$ cat src/rtl/artemis_ddr3_port_ctrl.sv
// Request engine for one bidirectional Artemis DDR3 user port: turns burst
// read/write requests into MCB command, write-FIFO and read-FIFO traffic.
module artemis_ddr3_port_ctrl (
  input  logic        clk,
  input  logic        rst,
  input  logic        calibration_done,
  input  logic        req_valid,
  output logic        req_ready,
  input  logic        req_write,
  input  logic [27:0] req_addr,
  input  logic [5:0]  req_len,
  input  logic        wr_valid,
  output logic        wr_ready,
  input  logic [31:0] wr_data,
  output logic        rd_valid,
  output logic [31:0] rd_data,
  output logic        done,
  output logic        error,
  output logic        mcb_cmd_en,
  output logic [2:0]  mcb_cmd_instr,
  output logic [5:0]  mcb_cmd_bl,
  output logic [29:0] mcb_cmd_byte_addr,
  input  logic        mcb_cmd_full,
  output logic        mcb_wr_en,
  output logic [3:0]  mcb_wr_mask,
  output logic [31:0] mcb_wr_data,
  input  logic        mcb_wr_full,
  input  logic        mcb_wr_empty,
  input  logic        mcb_wr_underrun,
  input  logic        mcb_wr_error,
  output logic        mcb_rd_en,
  input  logic [31:0] mcb_rd_data,
  input  logic        mcb_rd_empty,
  input  logic        mcb_rd_overflow,
  input  logic        mcb_rd_error
);

  // state    | meaning
  // FLUSH    | drain stale read data, wait for empty FIFOs and calibration
  // IDLE     | accept a request
  // WR_FILL  | stream len+1 words into the write FIFO
  // WR_CMD   | issue the write command
  // RD_CMD   | issue the read command
  // RD_DRAIN | pop len+1 words from the read FIFO
  typedef enum logic [2:0] {
    FLUSH    = 3'd0,
    IDLE     = 3'd1,
    WR_FILL  = 3'd2,
    WR_CMD   = 3'd3,
    RD_CMD   = 3'd4,
    RD_DRAIN = 3'd5
  } state_t;

  localparam logic [2:0] CMD_WR = 3'b000;
  localparam logic [2:0] CMD_RD = 3'b001;

  state_t      state_q, state_d;
  logic [27:0] addr_q, addr_d;
  logic [5:0]  len_q, len_d;
  logic [5:0]  cnt_q, cnt_d;
  logic        done_q, done_d;
  logic        error_q, error_d;
  logic        rd_valid_q, rd_valid_d;
  logic [31:0] rd_data_q, rd_data_d;
  logic        accept;
  logic        fault;

  assign fault = mcb_wr_underrun | mcb_wr_error | mcb_rd_overflow | mcb_rd_error;

  always_ff @(posedge clk) begin
    if (rst) begin
      state_q    <= FLUSH;
      addr_q     <= '0;
      len_q      <= '0;
      cnt_q      <= '0;
      done_q     <= 1'b0;
      error_q    <= 1'b0;
      rd_valid_q <= 1'b0;
      rd_data_q  <= '0;
    end else begin
      state_q    <= state_d;
      addr_q     <= addr_d;
      len_q      <= len_d;
      cnt_q      <= cnt_d;
      done_q     <= done_d;
      error_q    <= error_d;
      rd_valid_q <= rd_valid_d;
      rd_data_q  <= rd_data_d;
    end
  end

  always_comb begin
    state_d       = state_q;
    addr_d        = addr_q;
    len_d         = len_q;
    cnt_d         = cnt_q;
    done_d        = 1'b0;
    error_d       = error_q;
    rd_valid_d    = 1'b0;
    rd_data_d     = rd_data_q;
    accept        = 1'b0;
    req_ready     = 1'b0;
    wr_ready      = 1'b0;
    mcb_wr_en     = 1'b0;
    mcb_wr_data   = '0;
    mcb_cmd_en    = 1'b0;
    mcb_cmd_instr = CMD_WR;
    mcb_rd_en     = 1'b0;

    case (state_q)
      FLUSH: begin
        mcb_rd_en = !mcb_rd_empty;
        if (mcb_rd_empty && mcb_wr_empty && calibration_done) state_d = IDLE;
      end
      IDLE: begin
        req_ready = calibration_done;
        if (req_valid && calibration_done) begin
          accept  = 1'b1;
          addr_d  = req_addr;
          len_d   = req_len;
          cnt_d   = '0;
          state_d = req_write ? WR_FILL : RD_CMD;
        end
      end
      WR_FILL: begin
        wr_ready    = !mcb_wr_full;
        mcb_wr_data = wr_data;
        mcb_wr_en   = wr_valid && !mcb_wr_full;
        if (mcb_wr_en) begin
          cnt_d = cnt_q + 6'd1;
          if (cnt_q == len_q) state_d = WR_CMD;
        end
      end
      WR_CMD: begin
        mcb_cmd_en    = !mcb_cmd_full;
        mcb_cmd_instr = CMD_WR;
        if (mcb_cmd_en) begin
          state_d = IDLE;
          done_d  = 1'b1;
        end
      end
      RD_CMD: begin
        mcb_cmd_en    = !mcb_cmd_full;
        mcb_cmd_instr = CMD_RD;
        if (mcb_cmd_en) state_d = RD_DRAIN;
      end
      RD_DRAIN: begin
        // Leaving on the final pop keeps the pop count bounded at len+1.
        mcb_rd_en = !mcb_rd_empty;
        if (mcb_rd_en) begin
          cnt_d      = cnt_q + 6'd1;
          rd_valid_d = 1'b1;
          rd_data_d  = mcb_rd_data;
          if (cnt_q == len_q) begin
            done_d  = 1'b1;
            state_d = IDLE;
          end
        end
      end
      default: state_d = FLUSH;
    endcase

    // A fault in the accept cycle belongs to the new request.
    if (accept) error_d = 1'b0;
    if (fault)  error_d = 1'b1;

    if (rst) begin
      req_ready     = 1'b0;
      wr_ready      = 1'b0;
      mcb_wr_en     = 1'b0;
      mcb_wr_data   = '0;
      mcb_cmd_en    = 1'b0;
      mcb_cmd_instr = CMD_WR;
      mcb_rd_en     = 1'b0;
    end
  end

  assign mcb_cmd_bl        = len_q;
  assign mcb_cmd_byte_addr = {addr_q, 2'b00};
  assign mcb_wr_mask       = 4'b0000;
  assign done              = done_q;
  assign error             = error_q;
  assign rd_valid          = rd_valid_q;
  assign rd_data           = rd_data_q;

endmodule

$ cat config.mk
export PLATFORM = sky130hd
export DESIGN_NAME = artemis_ddr3_port_ctrl
export DESIGN_NICKNAME = d
export VERILOG_FILES = /design/src/rtl/artemis_ddr3_port_ctrl.sv
export SDC_FILE = /design/constraint.sdc
export NUM_CORES = 1
export LEC_CHECK = 0
export ABC_AREA = 1
export BUFFER_PORTS_ARGS = -buffer_cell sky130_fd_sc_hd__buf_2
export CAP_MARGIN = 20
export CORE_MARGIN = 1
export CORE_UTILIZATION = 45
export DETAILED_ROUTE_END_ITERATION = 8
export HOLD_SLACK_MARGIN = 0.03
export PLACE_DENSITY = 0.95
export SYNTH_ARGS = -nofsm -noshare
export SYNTH_HDL_FRONTEND = slang
export SYNTH_SLANG_ARGS = --single-unit
$ cat constraint.sdc
create_clock -name clk -period 3.25 [get_ports clk]
set_input_delay 0.65 -clock clk [delete_from_list [all_inputs] [get_ports clk]]
set_output_delay 0.65 -clock clk [all_outputs]
set_load 0.005 [all_outputs]
Yosys cells after proc, flatten, opt, wreduce, memory -nomap -nowiden. Index checks and enable logic that the tools add are counted. Widths: inputs -> output; s select.

Register bits after elaboration: 78. Bits of input ports: 112. Word-level logic and storage cells: 82.

$add $sub $neg: 1. Equality and inequality tests: 14. Mux-type cells: 37. Bitwise logic cells: 5. Reductions and logical operators: 17.

Operators by type and width (number): $mux 32 (2); $mux 3 (10); $mux 1 (19); $mux 6 (3); $pmux 3 s6 (1); $pmux 6 s3 (1); $ne 2x2->1 const B (8); $reduce_and 8->1 (1); $add 6x1->6 const B (1); $eq 3x2->1 const B (2); $eq 3x3->1 const B (2); $eq 6x6->1 (1); $reduce_or 2->1 (3); $logic_and 1x1->1 (4); $reduce_and 2->1 (2); $reduce_and 4->1 (1); $eq 3x1->1 const B (1); $logic_not 1->1 (3); $logic_not 3->1 (1); $or 1x1->1 (3); $reduce_bool 3->1 (1); $not 1->1 (2); $pmux 1 s2 (1); $reduce_bool 2->1 (1).

Depth between registers and ports, before layout.
Depth in word-level cells: 5. Gate-level depth with buffers: 11. Gate-level depth less buffers: 11.

Worst setup path after synthesis. Ideal clock, no wire load.

Kind: input -> output. Start: in rst. End: out mcb_wr_data[10]. Arrival: 1423 ps. Required time: 2600 ps. Setup slack: 1177 ps. Cell stages on the path: 5. Buffers on the path: 2. Path through: buf_2 > clkinv_1 > nand2_1 > buf_2 > nor2_1.

Word-level cells in the longest chain between the ends: 1.

Ends and longest elaborated chain: from (decl) (line 5) `input logic rst,`; $mux 32 (line 167) `if (rst) begin`; to (decl) (line 26) `output logic [31:0] mcb_wr_data,`.

Every way passes these cells.

Final worst setup path.
Start: reg state_q[2]. End: out mcb_wr_data[30].

Word-level cells in the longest chain between the ends: 3.

Ends and longest elaborated chain: from (decl) (line 57) `state_t state_q, state_d;`; from (signal assigned) (line 81) `state_q <= state_d;`; $eq 3x2->1 (line 110) `case (state_q)`; $mux 32 (line 110); $mux 32 (line 167).

Every way passes these cells.

==> results.json <==
{
  "regToRegSetupSlack_ns": 1.14,
  "grt_max_degree": 71,
  "synth_area_um2": 3440,
  "fin_area_um2": 4670,
  "detail_route.first_pass.iterations": 4,
  "htreeDepth": 3,
  "cp_max_fo": 34,
  "diodes": 0,
  "r2r-end": "done$_SDFF_PP0_",
  "timing.rr.start": "state_q[2]$_SDFFE_PP0P_",
  "grt_usage_pct": 24.1,
  "dieWidth_um": 89.4,
  "p_per_area_nw_per_um2": 538,
  "ys_ff_latch": 78,
  "place.gp.congestion": 0.810,
  "drt_iter0_drc": 207,
  "wl_per_cell_um": 12.3,
  "cts_num_sinks": 78,
  "die-area_um2": 7990,
  "post-route-min-period_ns": 2.34,
  "status": "finished clean",
  "worst_pin_slew_ns": 0.644,
  "cts_tree": "done",
  "slew_viol_final": 0,
  "synth-seq-area-share_pct": 45.4,
  "drive_above_1_share_pct": 35.6,
  "timing.fmax_ghz": 0.427,
  "post_cts_resized": 0,
  "start_util_pct": 46.9,
  "avgViaCountPerCell": 4.84,
  "grt_pass1_vias": 3497,
  "grt_pass1_wl_um": 14800,
  "power_mw": 2.51,
  "setup_tns_ns": 0,
  "cts-root-buf": "clkbuf_8",
  "avgSynthCellArea_um2": 6.86,
  "pin_count": 227,
  "yosysWarnings": 0,
  "syn-instance-count": 501,
  "max_slew_margin_pct": 57.0,
  "maxCapViolCount": 0,
  "endpoint": "mcb_wr_data[30]",
  "yosysUniqueCellTypes": 31,
  "clock_path_buffers": 2,
  "placed_cell_area_um2": 4500,
  "rsz0062_at_grt": "false",
  "cts-buffers-inserted": 9,
  "antenna_found_initial": 0,
  "globalRouteOverflowTotal": 0,
  "core_area_um2": 7330,
  "hold_start": "error$_SDFFE_PP0P_",
  "path_class": "flop to output port",
  "min_path_type": "flop to flop",
  "finalHoldViolCount": 0,
  "power_leakage_nw": 2.75,
  "crit_start": "state_q[2]$_SDFFE_PP0P_",
  "n_fill_cell": 656,
  "required_ns": 2.60,
  "path_clk_slew_ns": 0.08,
  "setup_viol": 0,
  "whs_ns": 0.465,
  "die_h_um": 89.4,
  "final_cell_mix": "buf_2 (218), nor2_1 (178), dfxtp_1 (78), inv_1 (47)",
  "period_share_pct": 72.1,
  "routed_wl_um": 9940,
  "crit_arrival_ns": 1.69,
  "start_kind": "flop",
  "io_buffers": 218,
  "nets": 820,
  "area_growth_pct": 36.0,
  "skew_ns": 0.0146,
  "final_common_cell": "buf_2",
  "clk_latency_ns": 0.34,
  "hold_buffers": 0,
  "rows": 31,
  "vias": 3917,
  "ant_nets": 0,
  "drc_errors": 0,
  "hpwlAfterDp_um": 7550,
  "end_kind": "output port",
  "ir_drop_v": 0.000331,
  "ff2ff_path_depth": 5,
  "postCtsSetupBuffers": 0
}
metal layers:
layer | track usage (%) | wire (um) | vias to the layer above
li1 | - | - | 1935
met1 | 25.9 | 3870 | 1789
met2 | 44.8 | 5240 | 165
met3 | 4.62 | 577 | 28
met4 | 12.6 | 259 | 0
met5 | 0 | 0 | -
critical path, stage by stage, from the launching register on:
cell and delay, ns:
dfxtp_1 0.50, nor2_2 0.10, nand2_1 0.13, inv_1 0.05, nand2_1 0.05, buf_4 0.30, nor2_1 0.08, buf_2 0.13
area by class of cell:
class | count | area, um2 | share of cell area (%)
sequential | 78 | 1560 | 33.4
multi-input combinational | 340 | 1490 | 31.9
timing repair buffer | 220 | 1110 | 23.7
inverter | 58 | 220 | 4.71
clock buffer | 10 | 138 | 2.95
tap | 99 | 124 | 2.65
clock inverter | 5 | 33.8 | 0.723
cell usage after synthesis (all sizes together):
master	number	area [um2]
inv	57	216
and2	1	6.26
a21boi	1	7.51
nand3b	1	7.51
dfxtp	78	1560
a21oi	11	55.1
nor2	184	734
buf	22	150
nor3	2	10.0
clkbuf	10	41.3
xor2	3	26.3
nand2	46	173
nand3	9	50.1
clkinv	1	3.75
o22ai	1	6.26
ha	1	12.5
conb	1	3.75
nor4	1	6.26
a211oi	2	15.0
o21ai	69	349
per-stage QoR:
stage / util, % / setup WS [ns] / cells
after floorplan: - / 1.18 / 508
after global placement: 61.4 / 1.10 / 795
after detailed placement: 61.4 / 1.05 / 795
after CTS: 63.7 / 0.911 / 810
after global routing: 63.7 / 0.765 / 810
final: 63.7 / 0.906 / 810
report_power, final:
part	total [mW]	switching (mW)	leakage [nW]	internal [mW]
clock	0.648	0.354	0.0845	0.294
combinational	0.712	0.432	2.04	0.280
sequential	1.15	0.0802	0.632	1.07
kinds of logic (layout without fill, tap and decap cells):
family	Yosys count	after routing	share of synthesized area, %
AND/OR/NAND/NOR	244	244	28.7
buffers and inverters	90	293	12.0
AO/OA/AOI/OAI	84	84	12.6
flip-flops	78	78	45.4
XOR/XNOR	3	3	0.765
adder cells (fa/ha/maj)	1	1	0.364
other	1	8	0.109
how the worst min path moves through the flow:
stage	end	cells past startpoint
finish	error$_SDFFE_PP0P_	2
global placement	error$_SDFFE_PP0P_	2
CTS	error$_SDFFE_PP0P_	2
global route	error$_SDFFE_PP0P_	2
detailed placement	error$_SDFFE_PP0P_	2
floorplan	cnt_q[5]$_SDFFE_PP0P_	2
state kept, by name (all words and copies together), names as in the netlist:
| signal | flops |
|---|---|
| rd_valid | 1 |
| state_q | 3 |
| done | 1 |
| rd_data | 32 |
| error | 1 |
| cnt_q | 6 |
| mcb_cmd_bl | 6 |
| addr_q | 28 |
No activity file was read; power rests on OpenSTA's default activity.
